--- src/rtl/rx_crc_deframe_if.sv ---
// Byte stream bundle for the RX deframer:
// received bytes in, stripped payload out.
interface rx_crc_deframe_if;
  logic [7:0] i_data_in;
  logic       i_data_valid;
  logic [7:0] o_data_out;
  logic       o_data_valid;
  logic       o_sof;
  logic       o_eof;

  modport master (
    output i_data_in,
    output i_data_valid,
    input  o_data_out,
    input  o_data_valid,
    input  o_sof,
    input  o_eof
  );

  modport slave (
    input  i_data_in,
    input  i_data_valid,
    output o_data_out,
    output o_data_valid,
    output o_sof,
    output o_eof
  );
endinterface

--- src/rtl/rx_crc_deframe.sv ---
// RX deframer: parses and validates the 21-byte header,
// strips it and forwards the payload with SOF/EOF.
module rx_crc_deframe #(
  parameter logic [47:0] LOCAL_ADDR = 48'hFFFF_FFFF_FFFF,
  parameter logic [7:0]  INFO_TYPE  = 8'h04,
  parameter logic [15:0] MAX_LEN    = 16'd2048,
  parameter logic [15:0] TIMEOUT    = 16'd64
) (
  input  logic            i_clk163m84,
  input  logic            i_rst_n,
  rx_crc_deframe_if.slave s,
  output logic [7:0]      o_info_unit_idenf,
  output logic [15:0]     o_info_unit_leng,
  output logic            o_frame_ok,
  output logic            o_frame_err,
  output logic [3:0]      o_err_code,
  output logic [15:0]     o_frame_cnt,
  output logic [15:0]     o_err_cnt
);
  typedef enum logic [2:0] {
    IDLE, HDR, PAYLOAD, DROP, WAIT_LOW
  } state_t;

  state_t      state_q, state_d;
  logic [4:0]  cnt_q, cnt_d, idx;
  logic [15:0] fram_q, fram_d;
  logic [7:0]  lhi_q, lhi_d;
  logic [39:0] dst_q, dst_d;
  logic [7:0]  hid_q, hid_d;
  logic [7:0]  uhi_q, uhi_d;
  logic [15:0] pay_q, pay_d;
  logic [15:0] idle_q, idle_d, idle_nx;
  logic        first_q, first_d;
  logic [7:0]  dout_q, dout_d;
  logic        dv_q, dv_d;
  logic        sof_q, sof_d;
  logic        eof_q, eof_d;
  logic        ok_q, ok_d;
  logic        err_q, err_d;
  logic [3:0]  code_q, code_d, fcode;
  logic [15:0] fcnt_q, fcnt_d;
  logic [15:0] ecnt_q, ecnt_d;
  logic [7:0]  id_q, id_d;
  logic [15:0] ulen_q, ulen_d;
  logic [15:0] unit;
  logic [47:0] dst_full;
  logic [7:0]  din;
  logic        vin, fail, tmo;

  assign din      = s.i_data_in;
  assign vin      = s.i_data_valid;
  assign idx      = cnt_q + 5'd1;
  assign unit     = {uhi_q, din};
  assign dst_full = {dst_q, din};
  assign idle_nx  = idle_q + 16'd1;
  assign tmo      = idle_nx >= TIMEOUT;

  always_comb begin
    state_d = state_q;
    cnt_d   = cnt_q;
    fram_d  = fram_q;
    lhi_d   = lhi_q;
    dst_d   = dst_q;
    hid_d   = hid_q;
    uhi_d   = uhi_q;
    pay_d   = pay_q;
    idle_d  = idle_q;
    first_d = first_q;
    dout_d  = 8'h00;
    dv_d    = 1'b0;
    sof_d   = 1'b0;
    eof_d   = 1'b0;
    ok_d    = 1'b0;
    err_d   = 1'b0;
    code_d  = code_q;
    fcnt_d  = fcnt_q;
    ecnt_d  = ecnt_q;
    id_d    = id_q;
    ulen_d  = ulen_q;
    fail    = 1'b0;
    fcode   = 4'd0;
    unique case (state_q)
      IDLE: begin
        idle_d = '0;
        if (vin) begin
          cnt_d = 5'd1;
          if (din != INFO_TYPE) begin
            fail  = 1'b1;
            fcode = 4'd1;
          end else begin
            state_d = HDR;
          end
        end
      end
      HDR: begin
        if (vin) begin
          idle_d = '0;
          cnt_d  = idx;
          case (idx)
            5'd2: if (din != 8'h00) begin
              fail  = 1'b1;
              fcode = 4'd2;
            end
            5'd3: fram_d[15:8] = din;
            5'd4: fram_d[7:0]  = din;
            5'd5: lhi_d        = din;
            5'd6: if (fram_q != {lhi_q, din}) begin
              fail  = 1'b1;
              fcode = 4'd3;
            end
            5'd13, 5'd14, 5'd15,
            5'd16, 5'd17: dst_d = dst_full[39:0];
            5'd18: begin
              dst_d = dst_full[39:0];
              if (dst_full != LOCAL_ADDR &&
                  dst_full != '1) begin
                fail  = 1'b1;
                fcode = 4'd4;
              end
            end
            5'd19: hid_d = din;
            5'd20: uhi_d = din;
            5'd21: begin
              // 17-bit sum so unit_leng near 16'hFFFF cannot alias
              if ({1'b0, unit} + 17'd15 !=
                  {1'b0, fram_q}) begin
                fail  = 1'b1;
                fcode = 4'd3;
              end else if (unit > MAX_LEN) begin
                fail  = 1'b1;
                fcode = 4'd5;
              end else begin
                id_d   = hid_q;
                ulen_d = unit;
                if (unit == 16'd0) begin
                  ok_d    = 1'b1;
                  fcnt_d  = fcnt_q + 16'd1;
                  state_d = WAIT_LOW;
                end else begin
                  pay_d   = unit;
                  first_d = 1'b1;
                  state_d = PAYLOAD;
                end
              end
            end
            default: ;
          endcase
        end else if (tmo) begin
          fail  = 1'b1;
          fcode = 4'd6;
        end else begin
          idle_d = idle_nx;
        end
      end
      PAYLOAD: begin
        if (vin) begin
          idle_d  = '0;
          dout_d  = din;
          dv_d    = 1'b1;
          sof_d   = first_q;
          first_d = 1'b0;
          pay_d   = pay_q - 16'd1;
          if (pay_q == 16'd1) begin
            eof_d   = 1'b1;
            ok_d    = 1'b1;
            fcnt_d  = fcnt_q + 16'd1;
            state_d = WAIT_LOW;
          end
        end else if (tmo) begin
          fail  = 1'b1;
          fcode = 4'd6;
        end else begin
          idle_d = idle_nx;
        end
      end
      DROP: begin
        if (!vin) state_d = IDLE;
      end
      WAIT_LOW: begin
        if (vin) begin
          fail  = 1'b1;
          fcode = 4'd7;
        end else begin
          state_d = IDLE;
        end
      end
      default: state_d = IDLE;
    endcase
    // a timed-out frame has no trailing bytes left to drop
    if (fail) begin
      err_d   = 1'b1;
      code_d  = fcode;
      ecnt_d  = ecnt_q + 16'd1;
      state_d = (fcode == 4'd6) ? IDLE : DROP;
    end
  end

  always_ff @(posedge i_clk163m84 or negedge i_rst_n) begin
    if (!i_rst_n) begin
      state_q <= IDLE;
      cnt_q   <= '0;
      fram_q  <= '0;
      lhi_q   <= '0;
      dst_q   <= '0;
      hid_q   <= '0;
      uhi_q   <= '0;
      pay_q   <= '0;
      idle_q  <= '0;
      first_q <= 1'b0;
      dout_q  <= '0;
      dv_q    <= 1'b0;
      sof_q   <= 1'b0;
      eof_q   <= 1'b0;
      ok_q    <= 1'b0;
      err_q   <= 1'b0;
      code_q  <= '0;
      fcnt_q  <= '0;
      ecnt_q  <= '0;
      id_q    <= '0;
      ulen_q  <= '0;
    end else begin
      state_q <= state_d;
      cnt_q   <= cnt_d;
      fram_q  <= fram_d;
      lhi_q   <= lhi_d;
      dst_q   <= dst_d;
      hid_q   <= hid_d;
      uhi_q   <= uhi_d;
      pay_q   <= pay_d;
      idle_q  <= idle_d;
      first_q <= first_d;
      dout_q  <= dout_d;
      dv_q    <= dv_d;
      sof_q   <= sof_d;
      eof_q   <= eof_d;
      ok_q    <= ok_d;
      err_q   <= err_d;
      code_q  <= code_d;
      fcnt_q  <= fcnt_d;
      ecnt_q  <= ecnt_d;
      id_q    <= id_d;
      ulen_q  <= ulen_d;
    end
  end

  assign s.o_data_out       = dout_q;
  assign s.o_data_valid     = dv_q;
  assign s.o_sof            = sof_q;
  assign s.o_eof            = eof_q;
  assign o_frame_ok         = ok_q;
  assign o_frame_err        = err_q;
  assign o_err_code         = code_q;
  assign o_frame_cnt        = fcnt_q;
  assign o_err_cnt          = ecnt_q;
  assign o_info_unit_idenf  = id_q;
  assign o_info_unit_leng   = ulen_q;
endmodule

--- src/flat_wrapper.sv ---
// flat-port wrapper written by rule: the top's interface ports become plain ports
module rx_crc_deframe_flat 
#(
  parameter logic [47:0] LOCAL_ADDR = 48'hFFFF_FFFF_FFFF,
  parameter logic [7:0]  INFO_TYPE  = 8'h04,
  parameter logic [15:0] MAX_LEN    = 16'd2048,
  parameter logic [15:0] TIMEOUT    = 16'd64
)
  (i_clk163m84, i_rst_n, o_info_unit_idenf, o_info_unit_leng, o_frame_ok, o_frame_err, o_err_code, o_frame_cnt, o_err_cnt, s_i_data_in, s_i_data_valid, s_o_data_out, s_o_data_valid, s_o_sof, s_o_eof);
  rx_crc_deframe_if s_i ();
  input  logic i_clk163m84;
  input  logic i_rst_n;
  output logic [7:0] o_info_unit_idenf;
  output logic [15:0] o_info_unit_leng;
  output logic o_frame_ok;
  output logic o_frame_err;
  output logic [3:0] o_err_code;
  output logic [15:0] o_frame_cnt;
  output logic [15:0] o_err_cnt;
  input wire logic [$bits(s_i.i_data_in)-1:0] s_i_data_in;
  input wire logic [$bits(s_i.i_data_valid)-1:0] s_i_data_valid;
  output wire logic [$bits(s_i.o_data_out)-1:0] s_o_data_out;
  output wire logic [$bits(s_i.o_data_valid)-1:0] s_o_data_valid;
  output wire logic [$bits(s_i.o_sof)-1:0] s_o_sof;
  output wire logic [$bits(s_i.o_eof)-1:0] s_o_eof;
  assign s_i.i_data_in = s_i_data_in;
  assign s_i.i_data_valid = s_i_data_valid;
  assign s_o_data_out = s_i.o_data_out;
  assign s_o_data_valid = s_i.o_data_valid;
  assign s_o_sof = s_i.o_sof;
  assign s_o_eof = s_i.o_eof;
  rx_crc_deframe #(.LOCAL_ADDR(LOCAL_ADDR), .INFO_TYPE(INFO_TYPE), .MAX_LEN(MAX_LEN), .TIMEOUT(TIMEOUT)) u_core (.i_clk163m84(i_clk163m84), .i_rst_n(i_rst_n), .s(s_i), .o_info_unit_idenf(o_info_unit_idenf), .o_info_unit_leng(o_info_unit_leng), .o_frame_ok(o_frame_ok), .o_frame_err(o_frame_err), .o_err_code(o_err_code), .o_frame_cnt(o_frame_cnt), .o_err_cnt(o_err_cnt));
endmodule
--- config.mk ---
export PLATFORM = sky130hd
export DESIGN_NAME = rx_crc_deframe_flat
export DESIGN_NICKNAME = d
export VERILOG_FILES = /design/src/rtl/rx_crc_deframe_if.sv /design/src/rtl/rx_crc_deframe.sv /design/src/flat_wrapper.sv
export SDC_FILE = /design/constraint.sdc
export NUM_CORES = 1
export LEC_CHECK = 0
export CAP_MARGIN = 10
export CORE_UTILIZATION = 43
export CTS_BUF_LIST = sky130_fd_sc_hd__clkbuf_4
export DETAILED_ROUTE_END_ITERATION = 7
export GPL_TIMING_DRIVEN = 0
export HOLD_SLACK_MARGIN = 0.12
export PLACE_DENSITY = 0.64
export SLEW_MARGIN = 25
export SYNTH_ARGS = -nofsm -noshare
export SYNTH_HDL_FRONTEND = slang
export SYNTH_SLANG_ARGS = --single-unit
export TNS_END_PERCENT = 10
--- constraint.sdc ---
create_clock -name i_clk163m84 -period 4.49 [get_ports i_clk163m84]
set_input_delay 0.449 -clock i_clk163m84 [delete_from_list [all_inputs] [get_ports i_clk163m84]]
set_output_delay 0.449 -clock i_clk163m84 [all_outputs]
set_load 0.03 [all_outputs]
* Word-level counts from Yosys, hierarchy flattened
Index checks and enable logic that the tools add are counted.
** Word-level totals
- Output and inout bits :: 73
- Flip-flop bits (word level) :: 194
- Input port bits :: 11
- Word-level logic and storage cells :: 178
** Operators by class
- Bitwise logic cells :: 2
- Reduce and logical (&&, ||, !) cells :: 21
- $add $sub $neg :: 6
- Equality and inequality tests :: 43
- Mux-type cells :: 82
- Magnitude comparators :: 2
** Operators by type and width (number)
- $mux W16 :: 15
- $pmux W16 S2 :: 3
- $add A16 B1 Y16 const B :: 3
- $mux W3 :: 16
- $ne A48 B48 Y1 const B :: 1
- $pmux W4 S4 :: 2
- $eq A5 B5 Y1 const B :: 6
- $mux W1 :: 30
- $ne A3 B2 Y1 const B :: 8
- $reduce_and A3 Y1 :: 7
- $add A16 B4 Y17 const B :: 1
- $ne A17 B16 Y1 :: 1
- $eq A16 B1 Y1 const B :: 1
- $ge A16 B7 Y1 const B :: 1
- $gt A16 B12 Y1 const B :: 1
- $logic_not A16 Y1 :: 1
- $mux W8 :: 2
- $ne A16 B16 Y1 :: 1
- $sub A16 B1 Y16 const B :: 1
- $eq A5 B3 Y1 const B :: 3
- $eq A5 B4 Y1 const B :: 3
- $ne A2 B2 Y1 const B :: 7
- $mux W4 :: 3
- $pmux W3 S4 :: 1
- other kinds (26) :: 38

* Logic depth before layout (Yosys ltp)
Gate-level depths: netlist of the first run.
- Depth after elaboration :: 9
- Depth in mapped cells :: 12
- Gate-level depth less buffers :: 11

* Worst setup path before layout of the first run
OpenSTA, ideal clock, no wires.
- Path kind :: input-to-reg
- Start :: input port s_i_data_in[0]
- End :: register u_core.fcnt_q[7] (netlist: u_core.o_frame_cnt[7])
- Setup time :: 0.134 ns
- Buffers on the path :: 0
- Setup slack :: 1.228 ns
- Arrival time :: 3.127 ns
- Data required time :: 4.356 ns
- Stages :: 11
- Path through :: clkinv_1 -> ha_1 -> nor3b_2 -> nor3_1 -> xor2_1 -> o311ai_0 -> nand4_1 -> o41ai_4 -> nand4_4 -> nand2b_4 -> xnor2_1
** Between the ends
- Longest elaborated chain between the ends :: 4
- Elaborated cells on any way between the ends :: 8
- Those cells by class :: add/sub (1); order compare (1); eq/ne (4); reduce/logical (2)
** RTL lines
- from (decl) :: RTL line flat_wrapper.sv:20 : input wire logic [$bits(s_i.i_data_in)-1:0] s_i_data_in;
- $add A16 B4 Y17 :: RTL line rx_crc_deframe.sv:125 : if ({1'b0, unit} + 17'd15 !=
- $ne A17 B16 Y1 :: RTL line rx_crc_deframe.sv:125
- $ne A2 B2 Y1 (no line)
- $reduce_and A8 Y1 (no line) *
- to (signal assigned) :: RTL line rx_crc_deframe.sv:239 : fcnt_q <= fcnt_d;
- to (decl) :: RTL line rx_crc_deframe.sv:41 : logic [15:0] fcnt_q, fcnt_d;
Mark *: on every way between the ends. The rest lies on a longest branch, timed or not.
A chain may end at the register's enable or synchronous reset.

* Final worst setup path of the first run
- Start :: input port s_i_data_in[0]
- End :: register u_core.ulen_q[1] (netlist: u_core.o_info_unit_leng[1])
** Between the ends
- Longest elaborated chain between the ends :: 4
- Elaborated cells on any way between the ends :: 6
- Those cells by class :: add/sub (1); order compare (1); eq/ne (1); bitwise (2); reduce/logical (1)
** RTL lines
- $add A16 B4 Y17 :: RTL line rx_crc_deframe.sv:125
- $ne A17 B16 Y1 :: RTL line rx_crc_deframe.sv:125
- $not A1 Y1 (no line)
- $reduce_and A5 Y1 (no line) *
- to (signal assigned) :: RTL line rx_crc_deframe.sv:242 : ulen_q <= ulen_d;
- to (decl) :: RTL line rx_crc_deframe.sv:44 : logic [15:0] ulen_q, ulen_d;
Marks and branches as above.

==> results of run 1 <==
[per-layer routing]
| metal | share of wire (%) | GRT usage [%] |
|---|---|---|
| met1 | 48 | 28.72 |
| met2 | 46 | 31.64 |
| met3 | 4.9 | 3.606 |
| met4 | 1.7 | 6.616 |
| met5 | 0 | 0 |
[placed cells by master (no fill, tap or decap), drive strengths merged, types with 19 or more instances in the layout]
cell           Yosys  final
clkbuf            30     47
mux2              74     74
and3              21     21
xor2              30     30
nor3              19     19
inv               15     21
nor2              60     60
nand4             34     34
nand2            116    116
xnor2             36     36
clkdlybuf4s50      0     76
o21ai             43     43
nand3             27     27
dfrtp            193    193
a21oi             27     27
[stage by stage]
stage                     total power [mW]  worst slack [ns]
after floorplan                      3.333             1.228
after global placement               3.781            -5.306
after detailed placement             3.818           -0.4832
after CTS                            4.786            0.1471
after global routing                 5.069            0.1335
final                                4.768            0.3572
[state kept, by name, indices dropped and copies added (netlist names), 5 cells and up]
register / count
u_core.lhi_q: 8
u_core.idle_q: 16
u_core.o_err_cnt: 16
u_core.hid_q: 8
u_core.pay_q: 16
u_core.uhi_q: 8
u_core.dst_q: 40
u_core.s.o_data_out: 8
u_core.o_info_unit_idenf: 8
u_core.o_info_unit_leng: 16
u_core.o_frame_cnt: 16
u_core.fram_q: 16
u_core.cnt_q: 5
[worst register-to-register path: cells and delay by family, from the launching register on]
kind | cells | cell delay, ns
AO/OA/AOI/OAI | 1 | 0.20
XOR/XNOR | 1 | 0.58
adder cells (fa/ha/maj) | 1 | 0.20
buffers and inverters | 2 | 0.59
flip-flops | 1 | 0.54
AND/OR/NAND/NOR | 5 | 1.44
[worst max-delay path by stage]
stage / end / depth (start not counted) / startpoint / slack [ns]
final: u_core.o_info_unit_leng[1]$_DFFE_PN0P_ / 12 / s_i_data_in[0] / 0.36
after global routing: u_core.o_info_unit_leng[1]$_DFFE_PN0P_ / 12 / s_i_data_in[0] / 0.13
after CTS: u_core.o_info_unit_leng[1]$_DFFE_PN0P_ / 12 / s_i_data_in[0] / 0.15
after detailed placement: u_core.o_info_unit_idenf[4]$_DFFE_PN0P_ / 13 / s_i_data_in[0] / -0.48
after global placement: u_core.dst_q[26]$_DFFE_PN0P_ / 1 / i_rst_n / -5.31
after floorplan: u_core.o_frame_cnt[7]$_DFFE_PN0P_ / 11 / s_i_data_in[0] / 1.23
[what timing repair did]
item / in CTS / in global routing
resized for setup: 0 / 3
hold buffers: 1 / 0
hold endpoints to repair: 77 / 0
endpoints found under the setup margin: 0 / 57
[cell families after synthesis]
family          Yosys count  share of synthesized area (%)
simple gates            360                          19.64
flops                   193                          50.92
compound gates          137                          9.763
mux                      76                          9.037
xor+xnor                 66                          6.095
buf+inv                  60                          2.652
fa+ha+maj                14                          1.847
other cells               1                        0.03954
[report_power, final]
part / internal (mW) / switching (mW) / total, mW
clock network: 0.265 / 0.696 / 0.961
logic: 0.609 / 0.905 / 1.51
registers: 2.01 / 0.280 / 2.29
total: 2.89 / 1.88 / 4.77
[layout make-up]
class                      count  area, um2
tap                          275      344.1
timing repair buffer          80      840.8
buffer                        43      187.7
inverter                      17      67.56
multi-input combinational    654       4415
clock buffer                  17      127.6
fill                        1974      10350
sequential                   193       4830
clock inverter                15      183.9
antenna                        1      2.502
==> qor.txt, run 1 <==
status = finished, final reports clean
Final Util = 51.51%
Synth area leader = dfrtp_1
Max Root-Sink Buffers = 2
Bufs and invs on worst path = 3
Worst setup SP type = input pin
slew at the pin with the worst max-slew slack = 0.9146 ns
gpl congestion = 0.8629
cell row count = 53
min-delay worst type = in2reg
dpl cells = 1,261
Post-synth EDFFs = 0
crit-path max cell delay = 0.69 ns
Main synth FF type = dfrtp_1
# nets final = 1,031
max-slew violations = 0
#FFs+latches synth = 193
Routed Antenna Nets = 0
Mapped Cells = 907
CP Max Fanout = 10
final WL = 22,010 um
CP max stage cell = clkdlybuf4s50_1
worst clock skew = 0.02964 ns
clock sinks = 193
worst rel slew slack = 38.90%
via density per instance = 5.546
die height = 150.5 um
crit-path most repeated cell = nor3_1
sequential share of the synthesized area = 50.92%
r2r endpoint = u_core.o_info_unit_leng[1]$_DFFE_PN0P_
Crit path required time = 5.00 ns
Hold Slack = 0.2774 ns
initial antenna violation count = 1
die width = 150.5 um
Post-CTS Setup Bufs = 0
master cell of the clock root buffer = clkbuf_4
Max IR drop VDD = 0.1896 mV
Yosys warning count = 0
# setup viols final = 0
top cells by area, synth = dfrtp_1 (51%), mux2_2 (8.7%), nand2_1 (4.6%), xnor2_1 (3.3%), xor2_1 (2.8%)
H-tree depth = 4
GRT overflow = 0
RSZ-0062 raised after global routing = no
Layout Cells excl Fill = 1,295
CP endpoint kind = register
Post-Syn Area = 9484 um2
I/O pin total = 84
TritonCTS clock tree = done
Distinct cells, synth = 71
Final period util = 92.04%
initial detailed-routing violation count = 491
WS Path Type = in2reg
FMAX = 0.2420 GHz
PwrDens = 433.5 nW/um2
Yosys top cell area share = 50.92%
setup TNS = 0 ns
Worst Hold Path Cells = 3
Worst Hold End = u_core.s.o_data_out[0]$_DFF_PN0_
Synth top cells by count = dfrtp_1 (193), nand2_1 (116), mux2_2 (73), nor2_1 (60)
total track usage = 20.36%
Initial DRT Pass Iterations = 5
most common cell in the netlist = dfrtp_1
dpl hpwl = 15,570 um
die area = 22,650 um2
IO Port Bufs = 77
vias in the first global route = 6,952
clk slew on worst S/H paths = 0.18 ns
Num CTS Buffers = 17
DRC = 0
critical path arrival = 4.64 ns
Initial Util = 44.42%
Max-Cap Viols = 0
critical path's top delay family = simple AND/OR/NAND/NOR gates
via count = 7,182
syn nets = 932
largest net degree at the start of global routing = 82
reg2reg start = u_core.cnt_q[0]$_DFFE_PN0P_
Area after DPL = 10,670 um2
area grow syn2layout = 15.98%
Pleak = 5.007 nW
first-pass GRT wire length = 35,780 um
reg2reg setup slack = 0.87 ns
Post-synth ARST share = 100.0%
Core Region = 21,350 um2
Hold Path Origin = s_i_data_valid
Post-Layout Inst Area = 11,000 um2
Cell Chain, Critical Path = clkdlybuf4s50_1 > clkinvlp_4 > ha_1 > nor3b_4 > nor3_1 > xor2_1 > o311ai_1 > nand4_1 > nor3_1 > nand3_1 > clkbuf_1 > o21ai_0
Clk Latency, worst-skew pair = 0.61 ns
fin crit period = 4.133 ns
wire length per cell = 16.99 um
endpoints failing hold = 0
Mean Syn Cell Area = 10.46 um2
share of cells above drive strength 1 = 14.13%
cell count of the worst reg-to-reg path = 10
No activity file was read; power rests on OpenSTA's default activity.
==> run 2, diff against run 1 <==
Settings changed: CORE_MARGIN from default to 2, CTS_BUF_LIST sky130_fd_sc_hd__clkbuf_4 to sky130_fd_sc_hd__clkbuf_4 sky130_fd_sc_hd__clkbuf_8.
==> run 2 against run 1 <==
Compared with the run above: sequential power about the same; via count rose by 0.43%; cell count is 0.69% higher; combinational power about the same; highest routed layer unchanged; critical path depth unchanged; first-iteration DRC count rose by 15%; sequential share of layout area decreased by 0.58 points; clock-buffer cell count unchanged; largest cell class unchanged.
==> qor.txt, run 2 (synthesized netlist as in run 1, its figures left out) <==
Post-Layout Inst Area = 11,150 um2 (+1.3%)
total track usage = 20.01% (-0.35 points)
first-pass GRT wire length = 37,730 um (+5.4%)
GRT overflow = 0 (unchanged)
largest register by flop count = u_core.dst_q
RSZ-0062 raised after global routing = no
status = finished, final reports clean
commonest non-fill, non-tap cells in the layout = dfrtp_1 (193), nand2_1 (116), clkdlybuf4s50_1 (76)
master cell of the clock root buffer = clkbuf_8
DRC = 0 (unchanged)
Final period util = 89.64% (-2.4 points)
Max IR drop VDD = 0.2548 mV (+34%)
fin crit period = 4.025 ns (-0.1079 ns)
H-tree depth = 4 (unchanged)
slack of the critical path = 0.4651 ns (+0.1079 ns)
clock sinks = 193 (unchanged)
largest net degree at the start of global routing = 91 (+11%)
crit-path most repeated cell = nor3_1
dpl hpwl = 15,810 um (+1.5%)
Initial DRT Pass Iterations = 4 (-1)
Clk Latency, worst-skew pair = 0.48 ns (-0.13 ns)
min-delay worst type = in2async
critical path arrival = 4.42 ns (-0.22 ns)
die area = 23,260 um2 (+2.7%)
most common cell after layout, fill and taps aside = dfrtp_1
via density per instance = 5.531 (-0.26%)
area grow syn2layout = 17.53%
CP Max Fanout = 10 (unchanged)
Worst setup SP type = input pin
clk slew on worst S/H paths = 0.11 ns (-0.07 ns)
slew at the pin with the worst max-slew slack = 1.014 ns (+0.09958 ns)
endpoints failing hold = 0 (unchanged)
Fillers = 2,013 (+2.0%)
worst rel slew slack = 32.24% (-6.7 points)
Routed Antenna Nets = 0 (unchanged)
wire length per cell = 17.38 um (+2.3%)
crit-path max cell delay = 0.76 ns (+0.07 ns)
Core Region = 21,760 um2 (+1.9%)
via count = 7,213 (+0.43%)
TritonCTS clock tree = done
Initial Util = 43.59% (-0.82 points)
Final Util = 51.24% (-0.28 points)
Pleak = 5.076 nW (+1.4%)
Hold Slack = 0.3864 ns (+0.1090 ns)
Num CTS Buffers = 17 (unchanged)
Max Root-Sink Buffers = 2 (unchanged)
Cell Chain, Critical Path = clkdlybuf4s50_1 > clkinvlp_4 > ha_1 > nor3b_4 > nor3_1 > xor2_1 > o311ai_1 > nand4_1 > nor3_1 > nand3_2 > clkbuf_1 > o21ai_0
CP endpoint kind = register
ant diodes = 0 (-1)
FMAX = 0.2485 GHz (+2.7%)
setup TNS = 0 ns (unchanged)
Place WS = -0.5488 ns (-0.06558 ns)
Layout Cells excl Fill = 1,304 (+0.69%)
share of cells above drive strength 1 = 14.75% (+0.61 points)
worst clock skew = 0.02022 ns (-0.009416 ns)
# nets final = 1,036 (+0.48%)
final WL = 22,660 um (+3.0%)
gpl congestion = 0.8875 (+2.9%)
Area after DPL = 10,670 um2 (about the same)
# setup viols final = 0 (unchanged)
CP max stage cell = clkdlybuf4s50_1
initial detailed-routing violation count = 566 (+15%)
initial antenna violation count = 0 (-1)
I/O pin total = 84 (unchanged)
max-slew violations = 0 (unchanged)
Largest register FFs = 40 (unchanged)
die width = 152.5 um (+1.3%)
Bufs and invs on worst path = 3 (unchanged)
vias in the first global route = 7,202 (+3.6%)
die height = 152.5 um (+1.3%)
PwrDens = 446.6 nW/um2 (+3.0%)
WS Path Type = in2reg
total power = 4.978 mW (+4.4%)
Max-Cap Viols = 0 (unchanged)
Crit path required time = 4.89 ns (-0.11 ns)
critical path's top delay family = simple AND/OR/NAND/NOR gates
dpl cells = 1,266 (+0.40%)
cell row count = 54 (+1.9%)
IO Port Bufs = 77 (unchanged)
[run 2: power breakdown]
group	internal [mW]	switching [mW]	total, mW
Sequential	2.01	0.274	2.29
Combinational	0.611	0.912	1.52
Clock	0.431	0.737	1.17
[run 2: repair_timing]
item	CTS	global route
buffers inserted	0	5
endpoints found under the hold margin	18	0
hold buffers	1	0
gates resized for setup	2	4
endpoints found under the setup margin	20	66
cloned	0	0
pin swaps	0	1
[run 2: final timing paths]
| check | end | slack (ns) | cells past startpoint | start |
|---|---|---|---|---|
| worst max-delay path | u_core.o_info_unit_leng[1]$_DFFE_PN0P_ | 0.47 | 12 | s_i_data_in[1] |
| worst min-delay path | u_core.o_info_unit_leng[0]$_DFFE_PN0P_ | 0.39 | 2 | i_rst_n |
| worst max register to register | u_core.o_info_unit_leng[1]$_DFFE_PN0P_ | 0.92 | 10 | u_core.cnt_q[0]$_DFFE_PN0P_ |
| worst min register to register | u_core.o_info_unit_idenf[2]$_DFFE_PN0P_ | 0.47 | 2 | u_core.o_info_unit_idenf[2]$_DFFE_PN0P_ |
| max in group asynchronous | u_core.uhi_q[0]$_DFFE_PN0P_ | 3.41 | 3 | i_rst_n |
| min in group i_clk163m84 | u_core.s.o_sof$_DFF_PN0_ | 0.44 | 3 | s_i_data_valid |
[run 2: final cells by class]
class | count | area (um2) | share of cell area, %
Timing Repair Buffer | 85 | 878.3 | 7.880
Multi-Input combinational cell | 654 | 4422 | 39.67
Clock buffer | 17 | 234.0 | 2.099
Buffer | 43 | 187.7 | 1.684
Clock inverter | 15 | 176.4 | 1.583
Sequential cell | 193 | 4830 | 43.33
Inverter | 17 | 68.82 | 0.6174
Tap cell | 280 | 350.3 | 3.143
[run 2: worst register-to-register path, delay by kind of cell, from the launching register on]
family | cells | cell delay, ns
buf+inv | 2 | 0.57
flops | 1 | 0.53
simple gates | 5 | 1.41
fa+ha+maj | 1 | 0.20
xor+xnor | 1 | 0.58
compound gates | 1 | 0.22
[run 2: metal layers]
metal  global-route usage [%]  vias to the layer above  part of all wire [%]
met5                        0                        -                     0
met4                    7.275                        0                   2.2
met3                    3.470                       34                   4.2
met2                    31.66                      161                    46
met1                    27.89                     3565                    47
li1                         -                     3453                     -
==> run 3, diff against run 2 <==
Settings changed: CORE_UTILIZATION 43 to 65, PLACE_DENSITY 0.64 to 0.9.
==> run 3 against run 2 <==
Compared with the run above: core utilization up 25 points; critical path depth unchanged; power rose by 1.1%; largest cell class unchanged.
==> qor.txt, run 3 (synthesized netlist as in run 1, its figures left out) <==
dpl hpwl = 15,220 um (-3.8%)
CP endpoint kind = register
most common cell after layout, fill and taps aside = dfrtp_1
critical path arrival = 4.53 ns (+0.11 ns)
die area = 15,570 um2 (-33%)
Max IR drop VDD = 0.2919 mV (+15%)
worst clock skew = 0.01687 ns (-0.003356 ns)
met3 WL = 1369 um (+45%)
Place WS = -0.4320 ns (+0.1168 ns)
reg2reg start = u_core.uhi_q[3]$_DFFE_PN0P_
Initial Util = 66.00% (+22 points)
cell row count = 44 (-19%)
endpoints failing hold = 0 (unchanged)
Fillers = 948 (-53%)
initial detailed-routing violation count = 706 (+25%)
clock sinks = 193 (unchanged)
Reg power frac = 45.7% (-0.3 points)
GRT overflow = 0 (unchanged)
Cell Chain, Critical Path = clkdlybuf4s50_1 > inv_1 > ha_1 > nor3b_4 > nor3_1 > xor2_1 > o311ai_1 > nand4_1 > nor3_1 > nand3_1 > clkbuf_1 > o21ai_0
PwrDens = 457.7 nW/um2 (+2.5%)
Clock Power Share = 24.0% (+0.5 points)
Bufs and invs on worst path = 3 (unchanged)
reg2reg setup slack = 0.85 ns (-0.07 ns)
Crit path required time = 4.87 ns (-0.02 ns)
Area after DPL = 10,550 um2 (-1.1%)
M1 WL = 9262 um (-14%)
I/O pin total = 84 (unchanged)
commonest non-fill, non-tap cells in the layout = dfrtp_1 (193), nand2_1 (116), clkdlybuf4s50_1 (76)
Psw = 1.885 mW (-2.0%)
CP max stage cell = clkdlybuf4s50_1
area grow syn2layout = 15.91%
share of cells above drive strength 1 = 14.13% (-0.61 points)
ant diodes = 0 (unchanged)
Max-Cap Viols = 0 (unchanged)
register area = 4830 um2 (unchanged)
H-tree depth = 4 (unchanged)
WS Path Type = in2reg
Final Util = 76.51% (+25 points)
wire length per cell = 18.12 um (+4.3%)
fin crit period = 4.151 ns (+0.1257 ns)
slew at the pin with the worst max-slew slack = 0.8561 ns (-0.1580 ns)
die height = 124.8 um (-18%)
vias in the first global route = 7,310 (+1.5%)
IO Port Bufs = 77 (unchanged)
setup TNS = 0 ns (unchanged)
RSZ-0062 raised after global routing = no
critical path's top delay family = simple AND/OR/NAND/NOR gates
status = finished, final reports clean
final WL = 21,800 um (-3.8%)
clk slew on worst S/H paths = 0.11 ns (about the same)
# nets final = 1,031 (-0.48%)
max-slew violations = 0 (unchanged)
worst rel slew slack = 42.80% (+11 points)
largest register by flop count = u_core.dst_q
crit-path max cell delay = 0.70 ns (-0.06 ns)
sw frac = 37.45% (-1.2 points)
Pleak = 5.059 nW (-0.33%)
top sig layer = met4
Worst setup SP type = input pin
die width = 124.8 um (-18%)
gpl congestion = 0.8930 (+0.62%)
largest net degree at the start of global routing = 96 (+5.5%)
routed length on met2 = 10,380 um (-0.97%)
total track usage = 28.75% (+8.7 points)
Num CTS Buffers = 17 (unchanged)
# setup viols final = 0 (unchanged)
Largest register FFs = 40 (unchanged)
Combinational Power Share = 30.4% (-0.2 points)
Clk Latency, worst-skew pair = 0.48 ns (about the same)
FMAX = 0.2409 GHz (-3.0%)
via count = 7,472 (+3.6%)
Critical path origin = s_i_data_in[1]
CP Max Fanout = 10 (unchanged)
DRC = 0 (unchanged)
Post-Layout Inst Area = 10,990 um2 (-1.4%)
crit-path most repeated cell = nor3_1
Max Root-Sink Buffers = 2 (unchanged)
first-pass GRT wire length = 36,170 um (-4.1%)
min-delay worst type = in2async
TritonCTS clock tree = done
Core Region = 14,370 um2 (-34%)
Routed Antenna Nets = 0 (unchanged)
Initial DRT Pass Iterations = 5 (+1)
initial antenna violation count = 0 (unchanged)
Final period util = 92.44% (+2.8 points)
total power = 5.032 mW (+1.1%)
Int Pwr = 3.147 mW (+3.0%)
slack of the critical path = 0.3394 ns (-0.1257 ns)
area of the multi-input gates = 4415 um2 (-0.14%)
via density per instance = 6.211 (+12%)
master cell of the clock root buffer = clkbuf_8
==> run 3: cell count changes in the layout (fill, tap and decap cells not counted), moves of 2 or more <==
cell	previous run	this run
buf_4	7	2
clkinv_8	4	1
bufinv_16	0	2
inv_8	6	4
==> run 3: through the flow <==
stage	cells	hold slack [ns]
finish	1203	0.3646
global route	1203	0.3645
CTS	1203	0.3464
detailed placement	1170	0.2746
global placement	1168	0.4522
floorplan	907	0.1534
==> run 3: timing repair <==
| action | 4_1_cts | 5_1_grt |
|---|---|---|
| setup endpoints to repair | 20 | 78 |
| hold buffers | 1 | 0 |
| pin swaps | 0 | 0 |
| gates resized for setup | 1 | 2 |
| hold endpoints to repair | 193 | 0 |
| setup buffers | 0 | 0 |
==> run 3: power by group through the flow <==
stage               combinational [mW]  sequential, mW  clock (mW)
floorplan                        0.980            2.35           0
global placement                  1.43            2.30           0
detailed placement                1.49            2.32           0
CTS                               1.50            2.29        1.22
global route                      1.67            2.33        1.29
finish                            1.53            2.30        1.21
==> run 3: path summary, 6_finish.rpt <==
check,end,cells after the start
worst max register to register,u_core.o_info_unit_leng[0]$_DFFE_PN0P_,9
worst min register to register,u_core.o_info_unit_leng[2]$_DFFE_PN0P_,2
min in group i_clk163m84,u_core.s.o_sof$_DFF_PN0_,3
worst min-delay path,u_core.s.o_data_out[3]$_DFF_PN0_,2
max in group asynchronous,u_core.fram_q[1]$_DFFE_PN0P_,3
worst max-delay path,u_core.o_info_unit_leng[0]$_DFFE_PN0P_,12
==> run 3: layout make-up <==
type | count | share of cell area (%)
flip-flops and latches | 193 | 43.93
plain buffers | 43 | 1.707
inverters | 17 | 0.5919
clock buffers | 17 | 2.128
clock inverters | 15 | 1.730
multi-input cells | 654 | 40.17
well taps | 184 | 2.094
repair buffers | 80 | 7.649
==> run 3: metal layers <==
metal  global-route usage, %  up-vias
met5                       0        -
met4                   13.22        0
met3                   7.088       72
met2                   45.48      285
met1                   37.73     3667
li1                        -     3448
==> run 3: worst reg2reg max path: stages (launching register included) <==
cell      delay, ns
dfrtp_1        0.59
nand4_1        0.20
or4b_4         0.53
mux2_4         0.33
a221oi_2       0.36
nand4_1        0.25
nor3_1         0.33
nand3_1        0.40
clkbuf_1       0.35
o21ai_0        0.21
